<file path="src/rtl/tqvp_uart_pkg.sv">
// Shared UART definitions used by the receiver and its downstream byte buffer.
package tqvp_uart_pkg;

    // Default byte width carried between the receiver and the buffer.
    localparam int UART_PAYLOAD_BITS  = 8;

    // Default receive buffer depth exponent (2**2 = 4 entries).
    localparam int RX_FIFO_DEPTH_LOG2 = 2;

    // What the receive buffer does with the receiver's byte this cycle.
    typedef enum logic [1:0] {
        RX_IDLE  = 2'd0,   // nothing offered, or capture blocked
        RX_PUSH  = 2'd1,   // store the byte and acknowledge it
        RX_DROP  = 2'd2,   // acknowledge and discard (buffer full)
        RX_STALL = 2'd3    // buffer full, leave the receiver holding its byte
    } rx_action_e;

    // A level counter must represent 0..2**depth_log2 inclusive.
    function automatic int level_width(input int depth_log2);
        return depth_log2 + 1;
    endfunction

endpackage

</file>
<file path="src/rtl/tqvp_sync_fifo.sv">
// Generic single-clock FIFO with first-word-fall-through read data,
// free-running wrap-around pointers and a separate occupancy counter.
module tqvp_sync_fifo
    import tqvp_uart_pkg::*;
#(
    parameter int WIDTH      = UART_PAYLOAD_BITS,
    parameter int DEPTH_LOG2 = RX_FIFO_DEPTH_LOG2
) (
    input  logic                  clk,
    input  logic                  rst,
    input  logic                  push,
    input  logic                  pop,
    input  logic                  flush,
    input  logic [WIDTH-1:0]      wr_data,
    output logic [WIDTH-1:0]      rd_data,
    output logic [DEPTH_LOG2:0]   level,
    output logic [DEPTH_LOG2:0]   level_next,
    output logic                  empty,
    output logic                  full
);

    localparam int DEPTH   = 1 << DEPTH_LOG2;
    localparam int LEVEL_W = level_width(DEPTH_LOG2);
    localparam logic [LEVEL_W-1:0]    LEVEL_MAX = LEVEL_W'(DEPTH);
    localparam logic [LEVEL_W-1:0]    LEVEL_ONE = LEVEL_W'(1);
    localparam logic [DEPTH_LOG2-1:0] PTR_ONE   = DEPTH_LOG2'(1);

    logic [WIDTH-1:0]      mem [DEPTH];
    logic [DEPTH_LOG2-1:0] wptr_reg;
    logic [DEPTH_LOG2-1:0] rptr_reg;
    logic [LEVEL_W-1:0]    level_reg;
    logic                  do_push;
    logic                  do_pop;

    assign empty   = (level_reg == '0);
    assign full    = (level_reg == LEVEL_MAX);

    // Guard locally so the FIFO can never over/underflow whatever the caller does.
    assign do_push = push & ~full  & ~flush;
    assign do_pop  = pop  & ~empty & ~flush;

    // Head entry is visible without a read strobe.
    assign rd_data = mem[rptr_reg];
    assign level   = level_reg;

    // Next occupancy; also consumed by the parent for registered status flags.
    always_comb begin
        level_next = level_reg;
        if (flush) begin
            level_next = '0;
        end else begin
            case ({do_push, do_pop})
                2'b10:   level_next = level_reg + LEVEL_ONE;
                2'b01:   level_next = level_reg - LEVEL_ONE;
                default: level_next = level_reg;
            endcase
        end
    end

    // Storage write; contents are deliberately left unreset.
    always_ff @(posedge clk) begin
        if (do_push) begin
            mem[wptr_reg] <= wr_data;
        end
    end

    // Pointer and occupancy state; flush behaves like a soft reset.
    always_ff @(posedge clk) begin
        if (rst || flush) begin
            wptr_reg  <= '0;
            rptr_reg  <= '0;
            level_reg <= '0;
        end else begin
            if (do_push) begin
                wptr_reg <= wptr_reg + PTR_ONE;
            end
            if (do_pop) begin
                rptr_reg <= rptr_reg + PTR_ONE;
            end
            level_reg <= level_next;
        end
    end

endmodule

</file>
<file path="src/rtl/tqvp_uart_rx_fifo.sv">
// Receive-side byte buffer behind the UART receiver: drains completed bytes
// via the receiver's valid/read handshake into a FWFT FIFO and reports
// level, overrun and a threshold interrupt.
module tqvp_uart_rx_fifo
    import tqvp_uart_pkg::*;
#(
    parameter int PAYLOAD_BITS   = UART_PAYLOAD_BITS,
    parameter int DEPTH_LOG2     = RX_FIFO_DEPTH_LOG2,
    parameter int DROP_WHEN_FULL = 0
) (
    input  logic                    clk,
    input  logic                    rst,
    input  logic                    rx_valid,
    input  logic [PAYLOAD_BITS-1:0] rx_data,
    output logic                    rx_read,
    input  logic                    rd_en,
    output logic [PAYLOAD_BITS-1:0] rd_data,
    output logic                    rd_valid,
    output logic [DEPTH_LOG2:0]     level,
    output logic                    full,
    output logic                    overrun,
    input  logic                    clr_overrun,
    input  logic                    flush,
    input  logic [DEPTH_LOG2:0]     irq_thresh,
    output logic                    irq
);

    logic               rx_read_reg;
    logic               overrun_reg;
    logic               irq_reg;
    logic               fifo_empty;
    logic               fifo_full;
    logic [DEPTH_LOG2:0] level_next;
    logic               accept;
    logic               push;
    logic               drop;
    logic               pop;
    rx_action_e         rx_action;

    // The receiver still shows valid during the ack cycle, so ignore it then
    // to avoid capturing the same byte twice.
    assign accept = rx_valid & ~rx_read_reg & ~flush;

    // Decide what to do with the offered byte this cycle.
    always_comb begin
        rx_action = RX_IDLE;
        if (accept) begin
            if (!fifo_full) begin
                rx_action = RX_PUSH;
            end else if (DROP_WHEN_FULL != 0) begin
                rx_action = RX_DROP;
            end else begin
                rx_action = RX_STALL;
            end
        end
    end

    assign push = (rx_action == RX_PUSH);
    assign drop = (rx_action == RX_DROP);
    assign pop  = rd_en & ~fifo_empty & ~flush;

    tqvp_sync_fifo #(
        .WIDTH      (PAYLOAD_BITS),
        .DEPTH_LOG2 (DEPTH_LOG2)
    ) u_fifo (
        .clk        (clk),
        .rst        (rst),
        .push       (push),
        .pop        (pop),
        .flush      (flush),
        .wr_data    (rx_data),
        .rd_data    (rd_data),
        .level      (level),
        .level_next (level_next),
        .empty      (fifo_empty),
        .full       (fifo_full)
    );

    // One-cycle acknowledge, issued the cycle after a byte is taken or dropped.
    always_ff @(posedge clk) begin
        if (rst) begin
            rx_read_reg <= 1'b0;
        end else begin
            rx_read_reg <= push | drop;
        end
    end

    // Sticky overrun: flush clears, a drop beats a simultaneous clear.
    always_ff @(posedge clk) begin
        if (rst || flush) begin
            overrun_reg <= 1'b0;
        end else if (drop) begin
            overrun_reg <= 1'b1;
        end else if (clr_overrun) begin
            overrun_reg <= 1'b0;
        end
    end

    // Threshold interrupt from the next-state level so it tracks the level register.
    always_ff @(posedge clk) begin
        if (rst) begin
            irq_reg <= 1'b0;
        end else begin
            irq_reg <= (irq_thresh != '0) && (level_next >= irq_thresh);
        end
    end

    assign rx_read  = rx_read_reg;
    assign overrun  = overrun_reg;
    assign irq      = irq_reg;
    assign rd_valid = ~fifo_empty;
    assign full     = fifo_full;

endmodule

</file>
<file path="config.mk">
export PLATFORM = sky130hd
export DESIGN_NAME = tqvp_uart_rx_fifo
export DESIGN_NICKNAME = d
export VERILOG_FILES = /design/src/rtl/tqvp_uart_pkg.sv /design/src/rtl/tqvp_sync_fifo.sv /design/src/rtl/tqvp_uart_rx_fifo.sv
export SDC_FILE = /design/constraint.sdc
export NUM_CORES = 1
export LEC_CHECK = 0
export BUFFER_PORTS_ARGS = -buffer_cell sky130_fd_sc_hd__buf_2
export CORE_UTILIZATION = 55
export CTS_BUF_LIST = sky130_fd_sc_hd__clkbuf_8
export CTS_CLUSTER_DIAMETER = 80
export DETAILED_ROUTE_END_ITERATION = 8
export GPL_TIMING_DRIVEN = 0
export PLACE_DENSITY_LB_ADDON = 0.3
export SETUP_SLACK_MARGIN = 0.5
export SLEW_MARGIN = 20
export SYNTH_ARGS = -nofsm -noshare
export SYNTH_HDL_FRONTEND = slang
export SYNTH_SLANG_ARGS = --single-unit
export TNS_END_PERCENT = 50
</file>
<file path="constraint.sdc">
create_clock -name clk -period 3.1 [get_ports clk]
set_input_delay 0.62 -clock clk [delete_from_list [all_inputs] [get_ports clk]]
set_output_delay 0.62 -clock clk [all_outputs]
set_load 0.05 [all_outputs]
</file>
After elaboration in Yosys (flattened, before gate mapping)
Memories as Yosys holds them, arrays and structs flattened. A register that Yosys moved wholly into a read port is not among the register bits.
Index checks and enable logic that the tools add are counted.
Storage, ports and cells
  flip-flop bits (word level): 10
  memory bits (writable): 32
  input bits: 17
  output and inout bits: 16
  logic and storage cells: 45
  memories kept: 1
Memories
  u_fifo.mem: depth 4, bits a word 8, read ports 1, clocked after Yosys merged registers in 1, wr ports 1, line tqvp_sync_fifo.sv:28  | logic [WIDTH-1:0] mem [DEPTH];
Operators by class
  $add $sub $neg: 4
  $lt $le $gt $ge: 1
  eq/ne operators: 5
  muxes and demuxes: 10
  bitwise operators: 13
  reduce and logical (&&, ||, !) cells: 5
Operator list (number)
  $and 1x1->1: 8
  $mux 2: 4
  $pmux 3 s2: 1
  $add 2x1->2 const B: 2
  $eq 2x1->1 const B: 2
  $eq 2x2->1 const B: 2
  $mux 1: 4
  $not 1->1: 4
  $add 3x1->3 const B: 1
  $eq 3x3->1 const B: 1
  $ge 3x3->1: 1
  $logic_not 3->1: 1
  $mux 3: 1
  $reduce_bool 3->1: 1
  $sub 3x1->3 const B: 1
  $reduce_bool 2->1: 1
  $logic_and 1x1->1: 1
  $logic_or 1x1->1: 1
  $or 1x1->1: 1

Logic depth before layout (Yosys ltp)
  depth in word-level cells: 12
  depth in mapped cells: 11
  depth with buffers taken out: 10

Cells and area by module
Synthesis repeated with hierarchy kept, for this count alone.
Second synthesis, totals
  cells, all modules: 117
  area, all modules: 1844.3 sq um
By module, submodules not included
  tqvp_sync_fifo: times used 1, cells an instance 98, area an instance 1662.8 sq um, sequential area each 1141.1 sq um
  tqvp_uart_rx_fifo: times used 1, cells an instance 19, area an instance 181.4 sq um, sequential area each 60.1 sq um

Worst setup path before layout
No wires, ideal clock.
  path kind: flip-flop to flip-flop
  start: register u_fifo.level_reg[0] (netlist: u_fifo.level[0])
  end: register irq_reg (netlist: irq)
  setup time: 0.092 ns
  data arrival time: 2.795 ns
  data required time: 3.008 ns
  path slack: 0.213 ns
  cell stages (with the launch flop): 12
  buffers on the path: 1
  clock period less this slack: 2.887 ns
  cell sequence: dfxtp_1 > or3b_1 > buf_6 > nand2_4 > ha_1 > fa_1 > xnor2_1 > or3_2 > a21oi_1 > ha_1 > a211oi_1 > nor4_1
On the way
  longest elaborated chain between the ends: 11
Ends and longest elaborated chain
  start, declared: line tqvp_sync_fifo.sv:31  | logic [LEVEL_W-1:0] level_reg;
  start signal, assigned: line tqvp_sync_fifo.sv:80  | level_reg <= level_next;
  $eq 3x3->1 or $logic_not 3->1 (tied branches): line tqvp_sync_fifo.sv:36, tqvp_sync_fifo.sv:35
  $mux 2 or $not 1->1 (tied branches): line tqvp_uart_rx_fifo.sv:48, tqvp_sync_fifo.sv:40, tqvp_uart_rx_fifo.sv:60
  $mux 2 or $and 1x1->1 (tied branches): line tqvp_uart_rx_fifo.sv:47, tqvp_uart_rx_fifo.sv:60
  $eq 2x1->1 or $and 1x1->1 (tied branches): line tqvp_uart_rx_fifo.sv:58, tqvp_uart_rx_fifo.sv:60
  $and 1x1->1 (on tied branches) (2 in a row): line tqvp_sync_fifo.sv:39, tqvp_sync_fifo.sv:40
  $eq 2x1->1 or $eq 2x2->1 (tied branches): line tqvp_sync_fifo.sv:52  | case ({do_push, do_pop})
  $pmux 3 s2 (*): line tqvp_sync_fifo.sv:52
  $mux 3 (*): line tqvp_sync_fifo.sv:49  | if (flush) begin
  net level_next[2]: line tqvp_uart_rx_fifo.sv:33  | logic [DEPTH_LOG2:0] level_next;
  $ge 3x3->1 (*): line tqvp_uart_rx_fifo.sv:104  | irq_reg <= (irq_thresh != '0) && (level_next >= irq_thresh);
  $logic_and 1x1->1 (*): line tqvp_uart_rx_fifo.sv:104
  end signal, assigned: line tqvp_uart_rx_fifo.sv:104
  end, declared: line tqvp_uart_rx_fifo.sv:30  | logic irq_reg;
Mark *: on every way through the listed nets, which the timed path passes. The rest lies on a longest branch.
A chain may end at the register's enable or synchronous reset.

Worst setup path in the final report
  start: register u_fifo.level_reg[1] (netlist: u_fifo.level[1])
  end: register irq_reg (netlist: irq)
The elaborated chain is that of the path after synthesis.

==> summary.md <==
| Metric | Value |
|---|---|
| Status | `finished clean` |
| EDFF count, synth | `32` |
| Worst Skew | `0.0104 ns` |
| Final ANT Viol Nets | `0` |
| Clock tree buffer depth | `2` |
| Critical Path End | `irq$_SDFF_PP0_` |
| Vias per inst | `about 5.3` |
| Vias in the first global route | `~1100` |
| NumNets Final | `around 180` |
| Simple-Gate Fraction of Synth Area | `10.9%` |
| TritonCTS Sinks | `between 40 and 50` |
| PwrDens | `~520 nW/um^2` |
| Yosys cell types | `35` |
| Final Max Slew Viols | `0` |
| Reg2reg start | `u_fifo.level[1]$_SDFF_PP0_` |
| Max H-tree Level | `2` |
| Slowest stage cell, crit path | `fa_2` |
| Synthesized area per cell | `16.0 um^2` |
| Final Util | `between 70% and 80%` |
| Slew HR | `just under 70%` |
| Fmax | `between 300 and 400 MHz` |
| I/O Buffers | `31` |
| Placed Cells | `between 150 and 200` |
| Die X | `60.3 um` |
| Unrepaired setup endpoints after global routing | `yes` |
| Layout cell share with drive strength beyond 1 | `between 40% and 50%` |
| N_diodes | `0` |
| Largest cells by area after synthesis | `edfxtp_1, dfxtp_1, mux4_2, ha_1, and3_2` |
| Startpoint types | `register` |
| Total GRT Usage | `approximately 20%` |
| Delay-heaviest family, CP | `adder cells` |
| # IOs | `33` |
| Crit-path cells | `or3b_4, buf_6, nand2_4, ha_4, fa_2, mux2i_2, nor2_1, ha_1, a211oi_1, nor4_1` |
| Worst vdd ir | `363 uV` |
| Synth top area share | `51.4%` |
| Critical Path RT | `~3.3 ns` |
| Via Count | `around 1100` |
| Worst flop-to-flop path endpoint | `irq$_SDFF_PP0_` |
| Tightest Pin Transition | `0.458 ns` |
| Crit path time final | `between 2 and 3 ns` |
| Fin. Hold Viols | `0` |
| Initial DRC count | `49` |
| Reg2Reg Depth | `10` |
| CP Capture Type | `register` |
| Synthesized cell area | `1870 um^2` |
| Routability Congestion | `between 0.7 and 0.8` |
| Num CTS Buffers | `5` |
| Crit. path cell count | `10` |
| Crit-path max cell delay | `around 0.44 ns` |
| Initial Utilization | `roughly three fifths` |
| Maximum net fanout on the critical path | `7` |
| Yosys reg bits | `44` |
| Hold Buf Count CTS | `0` |
| Tightest Hold Check Type | `in2reg` |
| Die height | `60.3 um` |
| Asr flop ratio synth | `0%` |
| Max Cap Violations | `0` |
| Residual DRC count | `0` |
| Commonest cells post-synth | `edfxtp_1, dfxtp_1, ha_1, mux4_2` |
| Clk pin slew, worst setup/hold paths | `0.08 ns` |
| Max reg flops | `32` |
| Final Instance Area | `between 2000 and 2500 um^2` |
| Pin count of the biggest net entering global routing | `15` |
| Worst Setup SP | `u_fifo.level[1]$_SDFF_PP0_` |
| Post-Synth Adder-Cell Area | `approximately 6.4%` |
| XOR/XNOR share of the synthesized area | `less than 1%` |
| Clock insertion delay at the later pin of the skew report | `~0.30 ns` |
| Dpl cell area | `roughly 2100 um^2` |
| Mux cell area share after synthesis | `a little over a tenth` |
| First-pass GRT wire length | `4860 um` |
| Top-count cell post-synth | `edfxtp_1` |
| Post-detail-place hpwl | `around 2200 um` |
| Finished Layout Cells | `approximately 200` |
| Synth area leader | `edfxtp_1` |
| Worst Path Buf+Inv | `1` |
| Final setup violation count | `0` |
| Average wire per standard cell | `15.6 um` |
| Die footprint | `between 3000 and 4000 um^2` |
| Yosys warns | `0` |
| Final period util | `between 80% and 90%` |
| Reg2Reg Setup Slack | `about 0.53 ns` |
| Core box area | `approximately 3100 um^2` |
| WS Path Type | `reg2reg` |
| Crit path DAT | `around 2.8 ns` |
| Register area share after synthesis | `around 64%` |
| Initial antenna violation count | `0` |
| Cell count after synthesis | `117` |
| Syn_nets | `143` |
| Static Leak | `roughly 0.00085 uW` |
| Clock root buffer | `clkbuf_8` |
| GR Overflow Total | `0` |
| Main combinational cell family by area after synthesis | `simple AND/OR/NAND/NOR gates` |
| Main synth FF type | `edfxtp_1` |
| Std cell rows | `20` |
| Compound-gate portion of the synthesized area | `3.48%` |
| Setup tns final | `0 ns` |
| Final WL | `3140 um` |
| Area Overhead vs Synth | `20.3%` |
| CTS tree | `built` |
| Pre-Repair DR Iteration Count | `5` |
==> power breakdown <==
| group | switching [uW] | leakage [uW] | internal [uW] |
|---|---|---|---|
| logic | 58.8 | 0.000401 | 34.3 |
| registers | 4.53 | 0.000389 | 637 |
| clock network | 192 | 0.0000558 | 239 |
==> kinds of logic after synthesis <==
logic type,after synthesis
DFF,44
and+or+nand+nor,30
AOI/OAI and AO/OA,11
buffers and inverters,11
muxes,10
adders and majority gates,9
xor gates and xnor gates,2
==> final cells by class <==
| cell class | instances | area, um^2 |
|---|---|---|
| plain buffers | 5 | 35.0 |
| clock buffers | 5 | 68.8 |
| clock inverters | 3 | 42.5 |
| fillers | 225 | 877 |
| inverters | 6 | 27.5 |
| multi-input cells | 62 | 649 |
| flip-flops and latches | 44 | 1210 |
| well taps | 44 | 55.1 |
| repair buffers | 32 | 163 |
==> per-stage QoR <==
stage | power [uW] | hold slack, ns | setup WS, ns
global route | 1200 | 0.469 | 0.435
floorplan | 718 | 0.459 | 0.384
CTS | 1170 | 0.470 | 0.506
global placement | 743 | 0.456 | 0.242
finish | 1170 | 0.479 | 0.526
detailed placement | 748 | 0.463 | 0.144
==> routing by layer <==
layer / global-route usage [%] / wire (um)
met5: 0 / 0
met4: 7.97 / 18
met3: 8.01 / 132
met2: 35.5 / 1670
met1: 21.7 / 1330
==> placed cells by master (no fill, tap or decap), types with 2 or more instances in the layout <==
master	count
xnor2_1	2
o21ai_0	3
buf_6	2
nand2_1	2
nand2b_1	2
a21oi_1	4
dfxtp_4	2
ha_1	6
and3_2	4
clkbuf_8	5
mux4_2	8
or3_1	2
nor2_1	5
a21oi_2	2
inv_1	5
buf_2	32
dfxtp_1	9
clkinv_4	2
nor3_1	2
edfxtp_1	32
==> worst min-delay path by stage <==
stage                                 to                             from  cells after the start
floorplan                       register  u_fifo.rptr_reg[1]$_SDFFE_PP0P_                      2
global placement    overrun$_SDFFE_PP0P_             overrun$_SDFFE_PP0P_                      1
detailed placement  overrun$_SDFFE_PP0P_             overrun$_SDFFE_PP0P_                      1
CTS                 overrun$_SDFFE_PP0P_                      clr_overrun                      2
global route        overrun$_SDFFE_PP0P_                      clr_overrun                      2
finish              overrun$_SDFFE_PP0P_                      clr_overrun                      2
==> timing repair <==
item | in CTS | in global routing
resized for setup | 1 | 7
buffers inserted | 1 | 0
endpoints found under the setup margin | 1 | 1
pin swaps | 1 | 2
Power figures use the tool's default switching activity.
